$ cat config.mk
export PLATFORM = sky130hd
export DESIGN_NAME = alu_req_arbiter
export DESIGN_NICKNAME = d
export VERILOG_FILES = /design/src/rtl/alu_req_arbiter.sv
export SDC_FILE = /design/constraint.sdc
export NUM_CORES = 1
export LEC_CHECK = 0
export CAP_MARGIN = 25
export CORE_MARGIN = 4
export CORE_UTILIZATION = 40
export DETAILED_ROUTE_END_ITERATION = 6
export GPL_TIMING_DRIVEN = 1
export PLACE_DENSITY = 0.88
export SYNTH_ARGS = -nofsm -noshare
export SYNTH_HDL_FRONTEND = slang
export SYNTH_SLANG_ARGS = --single-unit
$ cat constraint.sdc
create_clock -name clk -period 2.57 [get_ports clk]
set_input_delay 0.514 -clock clk [delete_from_list [all_inputs] [get_ports clk]]
set_output_delay 0.514 -clock clk [all_outputs]
set_load 0.02 [all_outputs]
$ cat src/rtl/alu_req_arbiter.sv
// alu_req_arbiter: round-robin sharing of one external 4-bit ALU between two requesters.
// Define ALU_DIV0_TRAP_EN to reject divide (op 0011) with b==0 as an illegal request.
module alu_req_arbiter #(
  parameter int DATA_W  = 4,
  parameter int OP_W    = 4,
  parameter int NUM_OPS = 13
) (
  input  logic              clk,
  input  logic              rst,
  input  logic              req0_valid,
  input  logic              req1_valid,
  output logic              req0_ready,
  output logic              req1_ready,
  input  logic [DATA_W-1:0] req0_a,
  input  logic [DATA_W-1:0] req0_b,
  input  logic [DATA_W-1:0] req1_a,
  input  logic [DATA_W-1:0] req1_b,
  input  logic [OP_W-1:0]   req0_op,
  input  logic [OP_W-1:0]   req1_op,
  output logic [DATA_W-1:0] alu_a,
  output logic [DATA_W-1:0] alu_b,
  output logic [OP_W-1:0]   alu_op,
  input  logic [DATA_W-1:0] alu_result,
  input  logic              alu_carry,
  input  logic              alu_overflow,
  input  logic              alu_zero,
  input  logic              alu_negative,
  output logic              resp_valid,
  input  logic              resp_ready,
  output logic              resp_id,
  output logic [DATA_W-1:0] resp_result,
  output logic [3:0]        resp_flags,
  output logic              resp_err,
  output logic              busy
);
  typedef enum logic [1:0] {IDLE, EXEC, RESP} state_t;
  state_t state, state_nx;
  logic rr_ptr, id_q, any_v, gnt, accept, illegal;
  assign any_v  = req0_valid | req1_valid;
  // Contention follows rr_ptr; a lone requester wins regardless of it.
  assign gnt    = (req0_valid & req1_valid) ? rr_ptr : req1_valid;
  assign accept = (state == IDLE) & any_v;
`ifdef ALU_DIV0_TRAP_EN
  assign illegal = ({1'b0, alu_op} >= (OP_W+1)'(NUM_OPS)) | ((alu_op == OP_W'(3)) & (alu_b == '0));
`else
  assign illegal = {1'b0, alu_op} >= (OP_W+1)'(NUM_OPS);
`endif
  always_ff @(posedge clk or posedge rst)
    if (rst) state <= IDLE;
    else state <= state_nx;
  always_comb begin
    state_nx = (state == IDLE) ? (any_v ? EXEC : IDLE) :
               (state == EXEC) ? RESP :
               (resp_ready ? IDLE : RESP);
  end
  // Readys are forced low while reset is asserted even though the FSM already sits in IDLE.
  always_comb begin
    req0_ready = ~rst & accept & ~gnt;
    req1_ready = ~rst & accept & gnt;
    resp_valid = state == RESP;
    busy       = state != IDLE;
  end
  always_ff @(posedge clk or posedge rst) begin
    if (rst) begin
      rr_ptr      <= 1'b0;
      id_q        <= 1'b0;
      alu_a       <= '0;
      alu_b       <= '0;
      alu_op      <= '0;
      resp_result <= '0;
      resp_flags  <= '0;
      resp_err    <= 1'b0;
    end else begin
      if (accept) begin
        rr_ptr <= ~gnt;
        id_q   <= gnt;
        alu_a  <= gnt ? req1_a : req0_a;
        alu_b  <= gnt ? req1_b : req0_b;
        alu_op <= gnt ? req1_op : req0_op;
      end
      if (state == EXEC) begin
        resp_result <= illegal ? '0 : alu_result;
        resp_flags  <= illegal ? 4'b0 : {alu_carry, alu_overflow, alu_zero, alu_negative};
        resp_err    <= illegal;
      end
    end
  end
  assign resp_id = id_q;
endmodule

======== After elaboration in Yosys (flattened, before gate mapping) ========
Index checks and enable logic that the tools add are counted.
operators by class
  divide/modulo/power cells ............... 0
  multipliers ............................. 0
  $add $sub $neg .......................... 0
  equal/unequal tests ..................... 2
  bitwise logic cells ..................... 8
  muxes and demuxes ....................... 10
  reductions and logical operators ........ 2
  $lt $le $gt $ge ......................... 1
  shift operators ......................... 0
operator list
  kind                number
  $mux 4              5
  $mux 2              3
  $and 1x1->1         5
  $ge 4x4->1 const B  1
  $eq 2x1->1 const B  1
  $eq 2x2->1 const B  1
  $logic_not 2->1     1
  $mux 1              2
  $not 1->1           2
  $reduce_bool 2->1   1
  $or 1x1->1          1
storage, ports and cells
  output and inout port bits .............. 26
  memory bits (read-only) ................. 0
  memories ................................ 0
  memory bits (writable) .................. 0
  word-level logic and storage cells ...... 32
  flip-flop bits (word level) ............. 25
  bits in latches ......................... 0

======== Depth between registers and ports, before layout ========
  depth in word-level cells ............... 4
  gate-level depth with buffers ........... 5
  depth with buffers taken out ............ 4

======== Worst setup path before layout ========
OpenSTA, ideal clock, no wires.
  path type ............................... reg2out
  start ................................... register state[1]
  end ..................................... output port req0_ready
  path slack .............................. 0.842 ns
  stages on the path, launching flop included .. 5
  arrival time ............................ 1.214 ns
  path through ............................ dfrtp_1 > nor2_2 > nand3_2 > buf_6 > nor2_1
between the ends
  cells in the longest elaborated chain, start to end .. 4
RTL lines
  element                    line  text
  from (decl)                37    state_t state, state_nx;
  from (signal assigned)     50    else state <= state_nx;
  $logic_not 2->1            42    assign accept = (state == IDLE) & any_v;
  $and 1x1->1                42
  $and 1x1->1 (2 in series)  58    req0_ready = ~rst & accept & ~gnt;
  to (decl)                  12    output logic req0_ready,
Every way passes these cells.

======== Worst setup path after layout ========
  start ................................... input port req0_valid
  end ..................................... output port req1_ready
between the ends
  cells in the longest elaborated chain, start to end .. 4
  elaborated cells on any way between the ends .. 6
RTL lines
  element        line  text
  from (decl)    10    input logic req0_valid,
  $or 1x1->1     39    assign any_v = req0_valid | req1_valid;
  $and 1x1->1    42
  $and 1x1->1    59    req1_ready = ~rst & accept & gnt;
  $and 1x1->1 *  59
  to (decl)      13    output logic req1_ready,
Mark *: on every way between the ends. The rest lies on a longest branch, timed or not.

==> summary.txt <==
Floorplanning
  – Die Width: around 63 um
  – I/O Pins: 63
  – Core Area: 2850 um^2
  – Die area: 4020 um^2
  – Starting Density: 43.0%
  – Die Y: 63.4 um
  – # rows: 19

Route
  – Initial DRT Pass Iterations: 4
  – WL final: approximately 3.4 mm
  – Initial DRC count: 61
  – # DRC: 0
  – Avg WL per Cell: about 17 um
  – Routed vias/inst: 5.35
  – Detail Route Antenna Nets: 0
  – Vias: 1086

Synthesis
  – Ys Warns: 0
  – Register bit total from synthesis: 25
  – Adder-cell share of the synthesized area: 0%
  – Post-synthesis mux area share: 0%
  – Simple-gate share of the synthesized area: around 6.8%
  – Largest family of logic cells by synthesized area: compound AO/OA/AOI/OAI gates
  – Part of the Yosys area used for sequential elements: 51.0%
  – Syn Nets: 144
  – Fraction of the mapped netlist area in compound gates: 29.8%
  – Cells after Synth: 107
  – Avg Synthesized Cell Area: between 10 and 15 um^2
  – Synthesized cell area: 1230 um^2
  – Xor and xnor area share after synthesis: 0%
  – Synth unique cells: 22

Power and ir drop
  – Combinational power share: 58.4%
  – Internal power: 1.25 mW
  – Max IR drop VDD: 503 uV
  – PD cells: about 1100 nW/um^2
  – Switching power: 0.894 mW
  – Leak: approximately 0.84 nW
  – Net Sw Frac: 41.6%
  – Sequential power share: 33.3%
  – Clock network power share: 8.3%
  – Overall power consumption: 2.15 mW

STA
  – Final setup margin: between 0.04 and 0.05 ns
  – Worst clock skew: 0.00206 ns
  – Post-layout min period: 2.52 ns
  – Period utilization: 98.1%
  – Slew @ Worst Pin: 0.440 ns
  – Slew HR: between 70 and 80%
  – Fin. max-slew vios: 0
  – Hold Vio Cnt, Final: 0
  – Max Fclk: 0.397 GHz
  – RSZ-0062 raised after global routing: no
  – # setup viols final: 0
  – Final setup TNS: 0 ns

Clock network
  – CTS Sinks: 25
  – Clock transition at path regs: 0.14 ns
  – Post-CTS Repair Setup Buffers: 0
  – Post-CTS Resized: 0
  – Total CTS buffers: 3
  – Clock tree buffer depth: 2
  – CTS tree: yes
  – Worst skew pair latency: around 0.31 ns
  – Root Buffer: clkbuf_4
  – H-tree depth: 1
  – Hold Buf Count CTS: 0

Setup path
  – Bufs and invs on worst path: 2
  – Most frequent CP cell: clkdlybuf4s50_1
  – Required @ worst endpoint: ~2.1 ns
  – Peak fanout along the critical path: 3
  – Arrival @ worst endpoint: approximately 2.0 ns
  – Max incr delay on CP: about 0.65 ns
  – Crit-path cells: clkdlybuf4s50_1 -> nand2b_1 -> nand3_4 -> nor2_1 -> clkdlybuf4s50_1
  – Slowest-stage cell, CP: clkdlybuf4s50_1
  – CP Class: input port to output pin
  – Type of element launching the critical path: input port
  – Crit-path leading delay family: buffers and inverters
  – CP Capture Type: output pin

Layout
  – Diode count: 0
  – P&R area growth vs syn: 54.3%
  – Design Area, Final: 1890 um^2
  – Fin nets: 210
  – Most frequent cells in the layout: clkdlybuf4s50_1 (62), inv_1 (26), dfrtp_1 (25), o221ai_2 (9)
  – Layout cells sized above 1: between 15 and 20%
  – Final core utilization: 66.3%
  – Commonest non-fill, non-tap cell in the layout: clkdlybuf4s50_1

Global route
  – GRT Total Usage: 18.1%
  – Vias in the first global route: about 1100
  – Gr ovfl total: 0
  – Initial antenna violation count: 0
  – Wire length of the first global-routing pass: 5.66 mm
  – Largest net degree at the start of global routing: 26

Placement
  – Post-DP Area: between 1500 and 2000 um^2
  – Gpl congestion: 0.776
  – Detail Placement HPWL: approximately 2.6 mm
  – I/O Buffers: 62
  – Pre-CTS setup slack: ~0.057 ns

Flow run
  – Max Cap Viol: 0

Min path
  – Worst min path class: flop to flop

Status
  – Status: complete, no violations
[cell usage after synthesis, drive strengths merged]
cell type,count,area (um^2)
inv,27,101
o21ai,13,95.1
o21a,1,7.51
nor2,5,23.8
nor2b,1,6.26
nand3,2,27.5
nand2,2,7.51
nand2b,2,12.5
a31oi,1,21.3
or2,1,6.26
buf,5,50.0
o221ai,12,161
a22o,8,70.1
dfrtp,25,626
a21oi,2,10.0
[metal layers]
| metal | track usage (%) | part of all wire, % |
|---|---|---|
| met4 | 5.66 | 1.3 |
| met2 | 30.9 | 52 |
| met5 | 0 | 0 |
| met1 | 22.3 | 39 |
| met3 | 4.44 | 6.9 |
[state kept, by name, summed over array words and instances, names as in the netlist]
register	count
alu_a	4
alu_b	4
alu_op	4
resp_err	1
resp_flags	4
resp_id	1
resp_result	4
rr_ptr	1
state	2
[cell type report]
| type | instances | area, um^2 |
|---|---|---|
| Fill cell | 243 | 961 |
| Timing Repair Buffer | 66 | 651 |
| Sequential cell | 25 | 626 |
| Multi-Input combinational cell | 50 | 449 |
| Inverter | 27 | 101 |
| Tap cell | 31 | 38.8 |
| Clock buffer | 4 | 26.3 |
[power groups by stage]
stage	combinational [mW]	clock (mW)	sequential (mW)
floorplan	0.565	0	0.909
global placement	1.23	0	0.711
detailed placement	1.26	0	0.725
CTS	1.27	0.182	0.717
global route	1.34	0.199	0.743
finish	1.26	0.179	0.715
[through the flow]
| stage | hold slack, ns | instances |
|---|---|---|
| finish | 0.510 | 203 |
| global route | 0.538 | 203 |
| CTS | 0.513 | 203 |
| detailed placement | 0.488 | 199 |
| global placement | 0.478 | 199 |
| floorplan | 0.466 | 107 |
[logic make-up after synthesis]
logic type             Yosys count
AOI/OAI and AO/OA               37
buffers and inverters           32
DFF                             25
and+or+nand+nor                 13
[worst paths after layout]
| path | start | end | slack [ns] | depth (start not counted) |
|---|---|---|---|---|
| hold reg to reg | state[1] | state[1] | 0.51 | 1 |
| setup reg to reg | state[1] | alu_a[3] | 1.15 | 4 |
| hold / removal | state[1] | state[1] | 0.51 | 1 |
| min in group asynchronous | rst | alu_op[1] | 0.59 | 3 |
| max in group asynchronous | rst | state[1] | 1.73 | 3 |
| setup / recovery | req0_valid | req1_ready | 0.05 | 5 |
(Power assumes the default switching activity.)
